==> src/rtl/jtag_prog_pkg.sv <==
// ============================================================================
// jtag_prog_pkg -- shared PROG/CTRL data-register layout for jtag_prog_dr
// Rev 1.0
// ============================================================================
`default_nettype none

package jtag_prog_pkg;

   // PROG DR: bit0 = we, then the address field, then the data field on top.
   localparam int c_prog_we_bit   = 0;
   localparam int c_prog_addr_lsb = 1;

   localparam int c_ctrl_w       = 2;
   localparam int c_ctrl_en_bit  = 0;
   localparam int c_ctrl_clr_bit = 1;

   typedef enum logic [1:0] {
      SEL_NONE = 2'd0,
      SEL_PROG = 2'd1,
      SEL_CTRL = 2'd2
   } dr_sel_e;

   function automatic int prog_pw(input int aw, input int dw);
      return 1 + aw + dw;
   endfunction

   function automatic int prog_data_lsb(input int aw);
      return c_prog_addr_lsb + aw;
   endfunction

endpackage

`default_nettype wire

==> src/rtl/jtag_prog_dr_if.sv <==
// ============================================================================
// jtag_prog_dr_if -- TCK-domain request bus toward the programming controller
// Rev 1.0
// ============================================================================
`default_nettype none

interface jtag_prog_dr_if #(
   parameter int MEM_ADDR_WIDTH = 6,
   parameter int MEM_DATA_WIDTH = 32
);
   logic                      jtag_en;
   logic                      jtag_req_pulse;
   logic                      jtag_we;
   logic [MEM_ADDR_WIDTH-1:0] jtag_addr;
   logic [MEM_DATA_WIDTH-1:0] jtag_wdata;
   logic [MEM_DATA_WIDTH-1:0] jtag_rdata;

   modport master (
      output jtag_en, jtag_req_pulse, jtag_we, jtag_addr, jtag_wdata,
      input  jtag_rdata
   );

   modport slave (
      input  jtag_en, jtag_req_pulse, jtag_we, jtag_addr, jtag_wdata,
      output jtag_rdata
   );
endinterface

`default_nettype wire

==> src/rtl/jtag_shift_reg.sv <==
// ============================================================================
// jtag_shift_reg -- generic capture/shift data register, LSB shifted out first
// Rev 1.0
// ============================================================================
`default_nettype none

module jtag_shift_reg #(
   parameter int W = 2
) (
   input  wire logic         clk,
   input  wire logic         rst,
   input  wire logic         i_load,
   input  wire logic [W-1:0] i_load_val,
   input  wire logic         i_shift,
   input  wire logic         i_sin,
   output logic              o_bit0,
   output logic      [W-1:0] o_q
);

   logic [W-1:0] r_q;

   always_ff @(posedge clk) begin
      if (rst) begin
         r_q <= '0;
      end else if (i_load) begin
         r_q <= i_load_val;
      end else if (i_shift) begin
         r_q <= {i_sin, r_q[W-1:1]};
      end
   end

   assign o_bit0 = r_q[0];
   assign o_q    = r_q;

endmodule

`default_nettype wire

==> src/rtl/jtag_prog_dr.sv <==
// ============================================================================
// jtag_prog_dr -- JTAG PROG/CTRL data registers issuing memory requests
// Rev 1.0
// ============================================================================
`default_nettype none

module jtag_prog_dr
   import jtag_prog_pkg::*;
#(
   parameter int MEM_ADDR_WIDTH = 6,
   parameter int MEM_DATA_WIDTH = 32,
   parameter int REQ_GAP        = 8
) (
   input  wire logic       clk,
   input  wire logic       rst,
   input  wire logic       tdi,
   output logic            tdo,
   input  wire logic       capture_dr,
   input  wire logic       shift_dr,
   input  wire logic       update_dr,
   input  wire logic       sel_ctrl,
   input  wire logic       sel_prog,
   jtag_prog_dr_if.master  prog_bus
);

   localparam int c_pw       = prog_pw(MEM_ADDR_WIDTH, MEM_DATA_WIDTH);
   localparam int c_data_lsb = prog_data_lsb(MEM_ADDR_WIDTH);
   localparam int c_gw       = $clog2(REQ_GAP + 1);

   dr_sel_e                   w_sel;
   logic                      w_upd;
   logic                      w_cap;
   logic                      w_shf;
   logic                      w_busy;
   logic                      w_pbit0;
   logic                      w_cbit0;
   logic [c_pw-1:0]           w_psh;
   logic [c_ctrl_w-1:0]       w_csh;

   logic                      r_en;
   logic                      r_err;
   logic                      r_req;
   logic                      r_we;
   logic [MEM_ADDR_WIDTH-1:0] r_addr;
   logic [MEM_DATA_WIDTH-1:0] r_wdata;
   logic [c_gw-1:0]           r_gap;

   always_comb begin
      w_sel = SEL_NONE;
      if (sel_prog) begin
         w_sel = SEL_PROG;
      end else if (sel_ctrl) begin
         w_sel = SEL_CTRL;
      end
   end

   // Update outranks capture, capture outranks shift.
   assign w_upd  = update_dr;
   assign w_cap  = capture_dr & ~update_dr;
   assign w_shf  = shift_dr & ~update_dr & ~capture_dr;
   assign w_busy = (r_gap != '0);

   jtag_shift_reg #(.W(c_pw)) u_prog_sr (
      .clk        (clk),
      .rst        (rst),
      .i_load     (w_cap && (w_sel == SEL_PROG)),
      .i_load_val ({prog_bus.jtag_rdata, r_addr, w_busy}),
      .i_shift    (w_shf && (w_sel == SEL_PROG)),
      .i_sin      (tdi),
      .o_bit0     (w_pbit0),
      .o_q        (w_psh)
   );

   jtag_shift_reg #(.W(c_ctrl_w)) u_ctrl_sr (
      .clk        (clk),
      .rst        (rst),
      .i_load     (w_cap && (w_sel == SEL_CTRL)),
      .i_load_val ({r_err, r_en}),
      .i_shift    (w_shf && (w_sel == SEL_CTRL)),
      .i_sin      (tdi),
      .o_bit0     (w_cbit0),
      .o_q        (w_csh)
   );

   always_comb begin
      tdo = 1'b0;
      case (w_sel)
         SEL_PROG: tdo = w_pbit0;
         SEL_CTRL: tdo = w_cbit0;
         default:  tdo = 1'b0;
      endcase
   end

   // addr/wdata move only on an accepted update so the CPU side can sample
   // them as a stable bundle on the synchronised request pulse.
   always_ff @(posedge clk) begin
      if (rst) begin
         r_en    <= 1'b0;
         r_err   <= 1'b0;
         r_req   <= 1'b0;
         r_we    <= 1'b0;
         r_addr  <= '0;
         r_wdata <= '0;
         r_gap   <= '0;
      end else begin
         r_req <= 1'b0;
         r_we  <= 1'b0;
         if (w_busy) begin
            r_gap <= r_gap - c_gw'(1);
         end
         if (w_upd && (w_sel == SEL_CTRL)) begin
            r_en <= w_csh[c_ctrl_en_bit];
            if (w_csh[c_ctrl_clr_bit]) begin
               r_err <= 1'b0;
            end
         end
         if (w_upd && (w_sel == SEL_PROG)) begin
            if (r_en && !w_busy) begin
               r_addr  <= w_psh[c_prog_addr_lsb +: MEM_ADDR_WIDTH];
               r_wdata <= w_psh[c_data_lsb +: MEM_DATA_WIDTH];
               r_req   <= 1'b1;
               r_we    <= w_psh[c_prog_we_bit];
               r_gap   <= c_gw'(REQ_GAP);
            end else begin
               r_err <= 1'b1;
            end
         end
      end
   end

   assign prog_bus.jtag_en        = r_en;
   assign prog_bus.jtag_req_pulse = r_req;
   assign prog_bus.jtag_we        = r_we;
   assign prog_bus.jtag_addr      = r_addr;
   assign prog_bus.jtag_wdata     = r_wdata;

endmodule

`default_nettype wire
==> src/flat_wrapper.sv <==
// flat-port wrapper written by rule: the top's interface ports become plain ports
module jtag_prog_dr_flat import jtag_prog_pkg::*;
#(
   parameter int MEM_ADDR_WIDTH = 6,
   parameter int MEM_DATA_WIDTH = 32,
   parameter int REQ_GAP        = 8
)
  (clk, rst, tdi, tdo, capture_dr, shift_dr, update_dr, sel_ctrl, sel_prog, prog_bus_jtag_en, prog_bus_jtag_req_pulse, prog_bus_jtag_we, prog_bus_jtag_addr, prog_bus_jtag_wdata, prog_bus_jtag_rdata);
  jtag_prog_dr_if #(.MEM_ADDR_WIDTH(MEM_ADDR_WIDTH), .MEM_DATA_WIDTH(MEM_DATA_WIDTH)) prog_bus_i ();
  input  wire logic clk;
  input  wire logic rst;
  input  wire logic tdi;
  output logic tdo;
  input  wire logic capture_dr;
  input  wire logic shift_dr;
  input  wire logic update_dr;
  input  wire logic sel_ctrl;
  input  wire logic sel_prog;
  output wire logic [$bits(prog_bus_i.jtag_en)-1:0] prog_bus_jtag_en;
  output wire logic [$bits(prog_bus_i.jtag_req_pulse)-1:0] prog_bus_jtag_req_pulse;
  output wire logic [$bits(prog_bus_i.jtag_we)-1:0] prog_bus_jtag_we;
  output wire logic [$bits(prog_bus_i.jtag_addr)-1:0] prog_bus_jtag_addr;
  output wire logic [$bits(prog_bus_i.jtag_wdata)-1:0] prog_bus_jtag_wdata;
  input wire logic [$bits(prog_bus_i.jtag_rdata)-1:0] prog_bus_jtag_rdata;
  assign prog_bus_jtag_en = prog_bus_i.jtag_en;
  assign prog_bus_jtag_req_pulse = prog_bus_i.jtag_req_pulse;
  assign prog_bus_jtag_we = prog_bus_i.jtag_we;
  assign prog_bus_jtag_addr = prog_bus_i.jtag_addr;
  assign prog_bus_jtag_wdata = prog_bus_i.jtag_wdata;
  assign prog_bus_i.jtag_rdata = prog_bus_jtag_rdata;
  jtag_prog_dr #(.MEM_ADDR_WIDTH(MEM_ADDR_WIDTH), .MEM_DATA_WIDTH(MEM_DATA_WIDTH), .REQ_GAP(REQ_GAP)) u_core (.clk(clk), .rst(rst), .tdi(tdi), .tdo(tdo), .capture_dr(capture_dr), .shift_dr(shift_dr), .update_dr(update_dr), .sel_ctrl(sel_ctrl), .sel_prog(sel_prog), .prog_bus(prog_bus_i));
endmodule
==> config.mk <==
export PLATFORM = sky130hd
export DESIGN_NAME = jtag_prog_dr_flat
export DESIGN_NICKNAME = d
export VERILOG_FILES = /design/src/rtl/jtag_prog_pkg.sv /design/src/rtl/jtag_prog_dr_if.sv /design/src/rtl/jtag_shift_reg.sv /design/src/rtl/jtag_prog_dr.sv /design/src/flat_wrapper.sv
export SDC_FILE = /design/constraint.sdc
export NUM_CORES = 1
export LEC_CHECK = 0
export CORE_MARGIN = 2
export CORE_UTILIZATION = 47
export DETAILED_ROUTE_END_ITERATION = 16
export GPL_TIMING_DRIVEN = 0
export PLACE_DENSITY = 0.85
export SETUP_SLACK_MARGIN = 0.02
export SYNTH_ARGS = -nofsm -noshare
export SYNTH_HDL_FRONTEND = slang
export SYNTH_HIERARCHICAL = 1
export SYNTH_SLANG_ARGS = --single-unit
==> constraint.sdc <==
create_clock -name clk -period 2.1 [get_ports clk]
set_clock_uncertainty 0.2 [all_clocks]
set_input_delay 0.63 -clock clk [delete_from_list [all_inputs] [get_ports clk]]
set_output_delay 0.63 -clock clk [all_outputs]
set_load 0.05 [all_outputs]
### After elaboration in Yosys (flattened, before gate mapping)

Index checks and enable logic that the tools add are counted.
Widths: inputs -> output; s select.

* add/subtract/negate cells: 1
* eq/ne operators: 2
* mux-type cells: 15
* bitwise gates (word level): 7
* reduce and logical (&&, ||, !) cells: 14

Operators by type and width (number)
* $mux 39: 2
* $mux 4: 3
* $mux 2: 4
* $logic_and 1x1->1: 7
* $mux 1: 5
* $not 1->1: 4
* $reduce_bool 2->1: 2
* $reduce_bool 4->1: 1
* $sub 4x1->4 const B: 1
* $and 1x1->1: 3
* $reduce_or 3->1: 1
* $eq 2x1->1 const B: 1
* $eq 2x2->1 const B: 1
* $pmux 1 s2: 1
* $reduce_and 2->1: 1
* $reduce_or 2->1: 1
* $logic_not 1->1: 1

* flip-flop bits (word level): 87
* output and inout bits: 42

### Longest topological paths before layout

Gate-level depths: netlist of the first run.

* word-level depth: 7
* depth in mapped cells: 7

### Hierarchy

Netlist of the first run, hierarchy kept.

Modules (own cells, without submodules)
* jtag_prog_dr: instances 1, cells an instance 210, area each 2120.8 µm², seq. area each 920.9 µm²
* jtag_shift_reg at u_core.u_prog_sr: instances 1, cells an instance 175, area each 1823.0 µm², seq. area each 780.7 µm²
* jtag_shift_reg at u_core.u_ctrl_sr: instances 1, cells an instance 10, area each 98.8 µm², seq. area each 40.0 µm²

### Worst setup path after synthesis of the first run

Ideal clock, no wire load.

* path kind: input -> output
* start point: input port sel_ctrl
* end point: output port tdo
* arrival: 1750 ps
* slack: -480 ps
* cell stages on the path: 2
* buffers on the path: 0
* path through: nand2_1 o21ai_0

* word-level cells in the longest chain between the ends: 4
* elaborated cells on any way between the ends: 5
* classes of those cells: eq/ne: 2; mux: 3

Ends and longest elaborated chain
* from (decl): RTL line flat_wrapper.sv:17 `input wire logic sel_ctrl;`
* $mux 2 (*): RTL line jtag_prog_dr.sv:52 `end else if (sel_ctrl) begin`
* $mux 2 (*): RTL line jtag_prog_dr.sv:50 `if (sel_prog) begin`
* $eq 2x2->1 or $eq 2x1->1 (tied branches): RTL line jtag_prog_dr.sv:87 `case (w_sel)`
* $pmux 1 s2 (*): RTL line jtag_prog_dr.sv:87
* to (decl): RTL line flat_wrapper.sv:13 `output logic tdo;`

Mark *: on every way between the ends. The rest lies on a longest branch, timed or not.

### Final worst setup path of the first run

* start point: register u_core.r_wdata[26] (netlist: u_core/prog_bus.jtag_wdata[26])
* end point: output port prog_bus_jtag_wdata[26]

RTL lines
* from (decl): RTL line jtag_prog_dr.sv:45 `logic [MEM_DATA_WIDTH-1:0] r_wdata;`
* from (signal assigned): RTL line jtag_prog_dr.sv:120 `r_wdata <= w_psh[c_data_lsb +: MEM_DATA_WIDTH];`
* to (decl): RTL line flat_wrapper.sv:23 `output wire logic [$bits(prog_bus_i.jtag_wdata)-1:0] prog_bus_jtag_wdata;`

No word-level cell between the ends.

==> run metrics, run 1 <==
level count of the clock H-tree 3; Seq/Total Area, Yosys 43.1%; die extent in x 96.7 um; HPWL after DPL 6230 um; flop-to-flop setup slack 0.19 ns; worst-case headroom to the max-slew limit 66.8%; final worst path period need 2.05 ns; total length of routed wires 8820 um; top cell type's share of synthesized area 43.1%; setup-violating endpoint count in the final report 0; largest net degree at the start of global routing 14; Die Ht just under 100 um; setup repair after global routing missed its margin no; mean post-synth cell area 10.2 sq um; ys async rst share 0%; maximum clock path buffer count 2; fillers 701; Global Route Usage Sum approximately a fifth; router iterations before antenna repair 4; post-route total power 3.52 mW; Worst Setup Start Kind flip-flop; Detailed Route Iter0 Violations 84; Design Area, Final 5140 sq um; CP max FO 2; Row Count 33; number of enable flip-flop cells after synthesis 0; Static Leak 1.84 nW; Setup crit end kind output pin; buffer and inverter count on the worst path 1; most used standard cells in the synthesized netlist sky130_fd_sc_hd__dfxtp_1 (87), sky130_fd_sc_hd__mux2i_1 (81), sky130_fd_sc_hd__nand2b_1 (77); number of pins exceeding their max-slew limit in the final report 0; # clock sinks 87; outcome finished clean; endpoint required time on the critical path 1.27 ns; largest area contributor in the synthesized netlist sky130_fd_sc_hd__dfxtp_1; Cell Pwr Density roughly 680 nW/um^2; cell with the biggest individual delay on the critical path sky130_fd_sc_hd__dlygate4sd2_1; average wire per standard cell around 15 um; instance count of the mapped netlist roughly 400; cell with the most instances after synthesis sky130_fd_sc_hd__dfxtp_1; Worst Hold Path EP u_core/prog_bus.jtag_wdata[3]; number of post-CTS setup repair buffers 0; number of distinct standard cells referenced by the synthesized netlist 32; slew of the pin with the lowest slew margin 0.500 ns; maximum achievable frequency 488 MHz; worst vdd ir 0.000279 V; clock buffers created by TritonCTS 9; most common flop cell mapped by yosys sky130_fd_sc_hd__dfxtp_1; DRC violations left 0; Final nets between 500 and 600; placeable core area 8260 sq um; CTS clk-pin slew, worst paths 0.08 ns; via total after detailed routing 3,115; number of global-route vias before repair 3,085; most area-consuming cells after synthesis sky130_fd_sc_hd__dfxtp_1 (43%), sky130_fd_sc_hd__mux2i_1 (20%), sky130_fd_sc_hd__nand2b_1 (12%); number of synthesized register bits 87; number of antenna violations at the first check in global routing 0; setup_tns 0 ns; number of nets still failing antenna checks after routing 0; area growth from synthesis to layout 27.2%; arrival time of the worst setup path 1.22 ns; starting utilization of the core area 49.0%; CTS tree done; area enclosed by the die boundary 9360 sq um; number of cells traversed by the worst register-to-register path 7; number of max-cap violations 0; depth of the worst hold-timing path 2; ratio of cells with drive above 1 in the final layout 12.8%; post-synth net total 436; diode count 0; first-pass GRT wire length ~15,000 um; cell family with most CP delay buffers and inverters; IO buf count 81; total I/O pin count 82; count of endpoints failing hold in the final timing report 0; later-pin clock latency in the skew report 0.35 ns; class of the tightest hold or removal check flip-flop to flip-flop; cell breakdown of the critical path dlygate4sd2_1; via-per-instance ratio roughly 5.2; final RePlAce weighted congestion 0.854; number of warnings issued by yosys 6; cell area after placement between 4000 and 5000 sq um; Stages on worst setup path 1; hold buffer count at CTS 0; global route overflow 0; maximum cell stage delay along the critical path 0.53 ns; origin of the worst min-delay path u_core/prog_bus.jtag_wdata[3]; end of the worst register-to-register path u_core/prog_bus.jtag_wdata[11]; Worst Path Class, Setup flip-flop to output pin; worst flop-to-flop path startpoint u_core/r_gap[0]; synthesized cell area around 4000 sq um; clock tree root driver cell sky130_fd_sc_hd__clkbuf_8; period utilisation layout 97.5%
tightest hold or removal path: stages (launching register included):
cell	delay [ns]
sky130_fd_sc_hd__dfxtp_1	0.31
sky130_fd_sc_hd__nand2b_1	0.06
sky130_fd_sc_hd__mux2i_1	0.06
worst max path at each step:
| stage | start | to | slack, ns |
|---|---|---|---|
| finish | u_core/prog_bus.jtag_wdata[26] | prog_bus_jtag_wdata[26] | 0.05 |
| global route | u_core/prog_bus.jtag_wdata[26] | prog_bus_jtag_wdata[26] | 0.02 |
| CTS | sel_prog | tdo | -0.002 |
| detailed placement | sel_prog | tdo | -1.01 |
| global placement | sel_prog | tdo | -1.0 |
| floorplan | sel_ctrl | tdo | 0.15 |
layout by cell type (no fill, tap or decap), drive strengths merged, types with 3 or more instances in the layout:
cell type / synthesis / layout
mux2i: 81 / 81
clkdlybuf4s50: 0 / 35
clkbuf: 20 / 44
nor2b: 41 / 41
nor2: 6 / 6
dfxtp: 87 / 87
dlygate4sd2: 0 / 15
clkdlybuf4s15: 0 / 17
buf: 12 / 15
a21oi: 3 / 3
nand2b: 77 / 77
inv: 6 / 6
a211oi: 41 / 41
nand2: 3 / 3
metal layers:
| metal | share of wire (%) | GRT usage, % | wire [um] |
|---|---|---|---|
| met5 | 0 | 0 | 0 |
| met4 | 2.3 | 8.34 | 202 |
| met3 | 3.6 | 2.67 | 316 |
| met2 | 49 | 32.4 | 4340 |
| met1 | 45 | 23.8 | 3960 |
registers in the layout, summed over array words and instances, names as in the netlist:
signal / flops
u_core/u_prog_sr/o_q: 39
u_core/r_err: 1
u_core/prog_bus.jtag_addr: 6
u_core/u_ctrl_sr/o_q: 2
u_core/prog_bus.jtag_wdata: 32
u_core/prog_bus.jtag_en: 1
u_core/prog_bus.jtag_req_pulse: 1
u_core/r_gap: 4
u_core/prog_bus.jtag_we: 1
where the power goes:
part / switching, mW / internal (mW) / total, mW
clock network: 0.556 / 0.645 / 1.20
logic: 0.260 / 0.274 / 0.534
registers: 0.0645 / 1.72 / 1.79
cell type report:
type                            instances  area [sq um]  area share, %
Clock inverter                          3          40.0          0.779
Clock buffer                           13           169           3.29
Buffer                                 32           215           4.19
Multi-Input combinational cell        270          2090           40.6
Sequential cell                        87          1740           33.9
Timing Repair Buffer                   81           731           14.2
Tap cell                              105           131           2.56
Inverter                                6          25.0          0.487
through the flow:
step                util (%)  hold WS [ns]  setup WS (ns)  cells
floorplan                  -         0.254          0.153    395
global placement        60.4         0.262         -0.998    581
detailed placement      60.4         0.261          -1.01    581
CTS                     62.6         0.276       -0.00191    597
global route            62.3         0.295         0.0201    597
finish                  62.3         0.274         0.0518    597
what timing repair did:
item,in CTS,in global routing
resized for setup,76,41
pin swaps,0,1
endpoints found under the setup margin,127,40
cloned,0,0
cell families (layout without fill, tap and decap cells):
family | Yosys count | after routing | synth area share, %
buf+inv | 38 | 135 | 5.51
compound gates | 48 | 48 | 8.79
fa+ha+maj | 1 | 1 | 0.309
xor+xnor | 1 | 1 | 0.217
mux | 81 | 81 | 20.1
simple gates | 139 | 139 | 22.0
flops | 87 | 87 | 43.1
No activity file was read; power rests on OpenSTA's default activity.
==> run 2, diff against run 1 <==
--- a/config.mk
+++ b/config.mk
@@ -15,3 +15,4 @@
 export SYNTH_HDL_FRONTEND = slang
 export SYNTH_HIERARCHICAL = 1
 export SYNTH_SLANG_ARGS = --single-unit
+export TNS_END_PERCENT = 20
==> results of run 2 <==
Final layout, timing and power as in run 1 (identical DEF).
==> variant: new RTL, settings of run 2 <==
`MEM_ADDR_WIDTH` is set to 6 in 3 places; all go to 8.
--- a/src/rtl/jtag_prog_dr_if.sv
+++ b/src/rtl/jtag_prog_dr_if.sv
@@ -5,7 +5,7 @@
 `default_nettype none
 
 interface jtag_prog_dr_if #(
-   parameter int MEM_ADDR_WIDTH = 6,
+   parameter int MEM_ADDR_WIDTH = 8,
    parameter int MEM_DATA_WIDTH = 32
 );
    logic                      jtag_en;
--- a/src/rtl/jtag_prog_dr.sv
+++ b/src/rtl/jtag_prog_dr.sv
@@ -7,7 +7,7 @@
 module jtag_prog_dr
    import jtag_prog_pkg::*;
 #(
-   parameter int MEM_ADDR_WIDTH = 6,
+   parameter int MEM_ADDR_WIDTH = 8,
    parameter int MEM_DATA_WIDTH = 32,
    parameter int REQ_GAP        = 8
 ) (
--- a/src/flat_wrapper.sv
+++ b/src/flat_wrapper.sv
@@ -1,7 +1,7 @@
 // flat-port wrapper written by rule: the top's interface ports become plain ports
 module jtag_prog_dr_flat import jtag_prog_pkg::*;
 #(
-   parameter int MEM_ADDR_WIDTH = 6,
+   parameter int MEM_ADDR_WIDTH = 8,
    parameter int MEM_DATA_WIDTH = 32,
    parameter int REQ_GAP        = 8
 )
Ports: changed (resized prog_bus_jtag_addr); port bits go from 82 to 84. No check against the original RTL was run, so the function may have changed too.
==> variant against run 2 <==
Sequential cell count increased by 4. First-iteration DRC count down 35%. Design area grew 4.3%. Register-to-register slack worse by 0.02 ns. Power down 2.2%. Worst setup slack got worse by 0.010 ns. Routed wire length up 2.2%. Sequential power rose by 4%. Synthesized cell count rose by 4.3%. Die area grew 6.0%. Fmax fell by 0.48%. Synthesized area is 6.3% higher. Largest cell class unchanged. Highest routed layer unchanged.
==> variant: results (changes against run 2) <==
[global_routing]
grt_pass1_wl_mm=15.0  ; was 14.7 mm
grt_max_degree=16  ; was 14
grt_use_total=0.188  ; was 0.190

[setup_path]
max_stage_delay_ns=0.23  ; was 0.53 ns
r2r_end=u_core/prog_bus.jtag_wdata[6]$_SDFFE_PP0P_  ; was u_core/prog_bus.jtag_wdata[11]$_SDFFE_PP0P_
startpoint=sel_ctrl  ; was u_core/prog_bus.jtag_wdata[26]$_SDFFE_PP0P_
worst-r2r-setup-slack_ns=0.17  ; was 0.19 ns
worst-path-max-fanout=4  ; was 2
worst_path_max_delay_cell=clkdlybuf4s15_1  ; was dlygate4sd2_1

[run_status]
status=completed  ; unchanged

[synthesis]
synthCells=412  ; was 395
synth_nets=453  ; was 436
ys_types=33  ; was 32
synth_seq_area_share=0.424  ; was 0.431
synth_common_cells=91 x dfxtp_1, 85 x mux2i_1, 81 x nand2b_1, 43 x nor2b_1, 40 x a211oi_1  ; was 87 x dfxtp_1, 81 x mux2i_1, 77 x nand2b_1, 41 x a211oi_1, 41 x nor2b_1

[cells_and_area]
nFillCells=805  ; was 701
layout-drive-gt1-share=0.139  ; was 0.128
nets=547  ; was 528
largest_reg_flops=41  ; was 39
instances_no_fill=619  ; was 597

[placement]
gp_congestion=0.822  ; was 0.854
dp_hpwl_mm=6.57  ; was 6.23 mm
port_buffers=83  ; was 81
dp_cells=603  ; was 581

[worst_hold_path]
worstHoldStart=u_core/prog_bus.jtag_wdata[11]$_SDFFE_PP0P_  ; was u_core/prog_bus.jtag_wdata[3]$_SDFFE_PP0P_

[drt]
wl_per_cell_um=14.6  ; was 14.8 µm
drtIter0Drc=55  ; was 84

[floorplanning]
num_rows=34  ; was 33

[timing]
worstMarginPinSlew_ns=0.524  ; was 0.500 ns
hold_ws_ns=0.277  ; was 0.274 ns

[power_and_ir_drop]
p_per_area_nw_per_um2=642  ; was 685 nW/µm²
switching_power_uw=940  ; was 880 µW

variant: cell types whose count changed after synthesis, sizes merged:
cell	change
buf	+1
dfxtp	+4
mux2i	+4
a211oi	+2
nand2b	+4
nor2b	+2
variant: kinds of logic (layout without fill, tap and decap cells):
kind of cell             Yosys count  in the layout  synth area share
flip-flops                        91             91             0.424
AND/OR/NAND/NOR                  145            145             0.216
adder cells (fa/ha/maj)            1              1           0.00291
multiplexers                      85             85             0.198
buffers and inverters             39            138            0.0682
XOR/XNOR                           1              1           0.00204
AO/OA/AOI/OAI                     50             50            0.0886
variant: stage by stage:
| stage | total power, µW | setup WS [ns] |
|---|---|---|
| after floorplan | 2260 | 0.153 |
| after global placement | 2400 | -0.950 |
| after detailed placement | 2430 | -0.964 |
| after CTS | 3470 | 0.0208 |
| after global routing | 3600 | 0.0207 |
| final | 3440 | 0.0419 |
variant: worst max-delay path by stage:
| stage | to | slack [ns] | cells after the start |
|---|---|---|---|
| 6_report | tdo | 0.04 | 4 |
| 5_1_grt | prog_bus_jtag_wdata[9] | 0.02 | 1 |
| 4_1_cts | prog_bus_jtag_wdata[14] | 0.02 | 1 |
| 3_5_place_dp | tdo | -0.96 | 4 |
| 3_3_place_gp | tdo | -0.95 | 4 |
| 2_1_floorplan | tdo | 0.15 | 2 |
variant: what timing repair did:
item,in CTS,in global routing
pin swaps,0,1
gates resized for setup,88,49
endpoints found under the setup margin,105,64
gates cloned,0,0
variant: power groups by stage:
stage | Combinational, µW | Clock, µW | Sequential [µW]
global placement | 500 | 0 | 1900
finish | 535 | 1040 | 1870
CTS | 530 | 1070 | 1870
global route | 589 | 1130 | 1880
detailed placement | 524 | 0 | 1910
floorplan | 368 | 0 | 1890
variant: worst reg2reg max path: cells and delay by family (launching register included):
family        cells  cell delay (ns)
flops             1             0.31
mux               1             0.21
fa+ha+maj         1             0.23
simple gates      2             0.51
buf+inv           3             0.41
variant: layer usage:
layer | track usage | vias to the layer above | share of wire
li1 | - | 1603 | -
met1 | 0.239 | 1492 | 0.45
met3 | 0.0351 | 12 | 0.032
met5 | 0 | - | 0
met2 | 0.319 | 61 | 0.50
met4 | 0.0685 | 0 | 0.014
variant: cell type report:
type,instances,share of cell area
Inverter,6,0.00420
Clock inverter,6,0.00793
Clock buffer,10,0.0238
Timing Repair Buffer,83,0.136
Buffer,33,0.0516
Multi-Input combinational cell,282,0.411
Tap cell,108,0.0252
Sequential cell,91,0.340
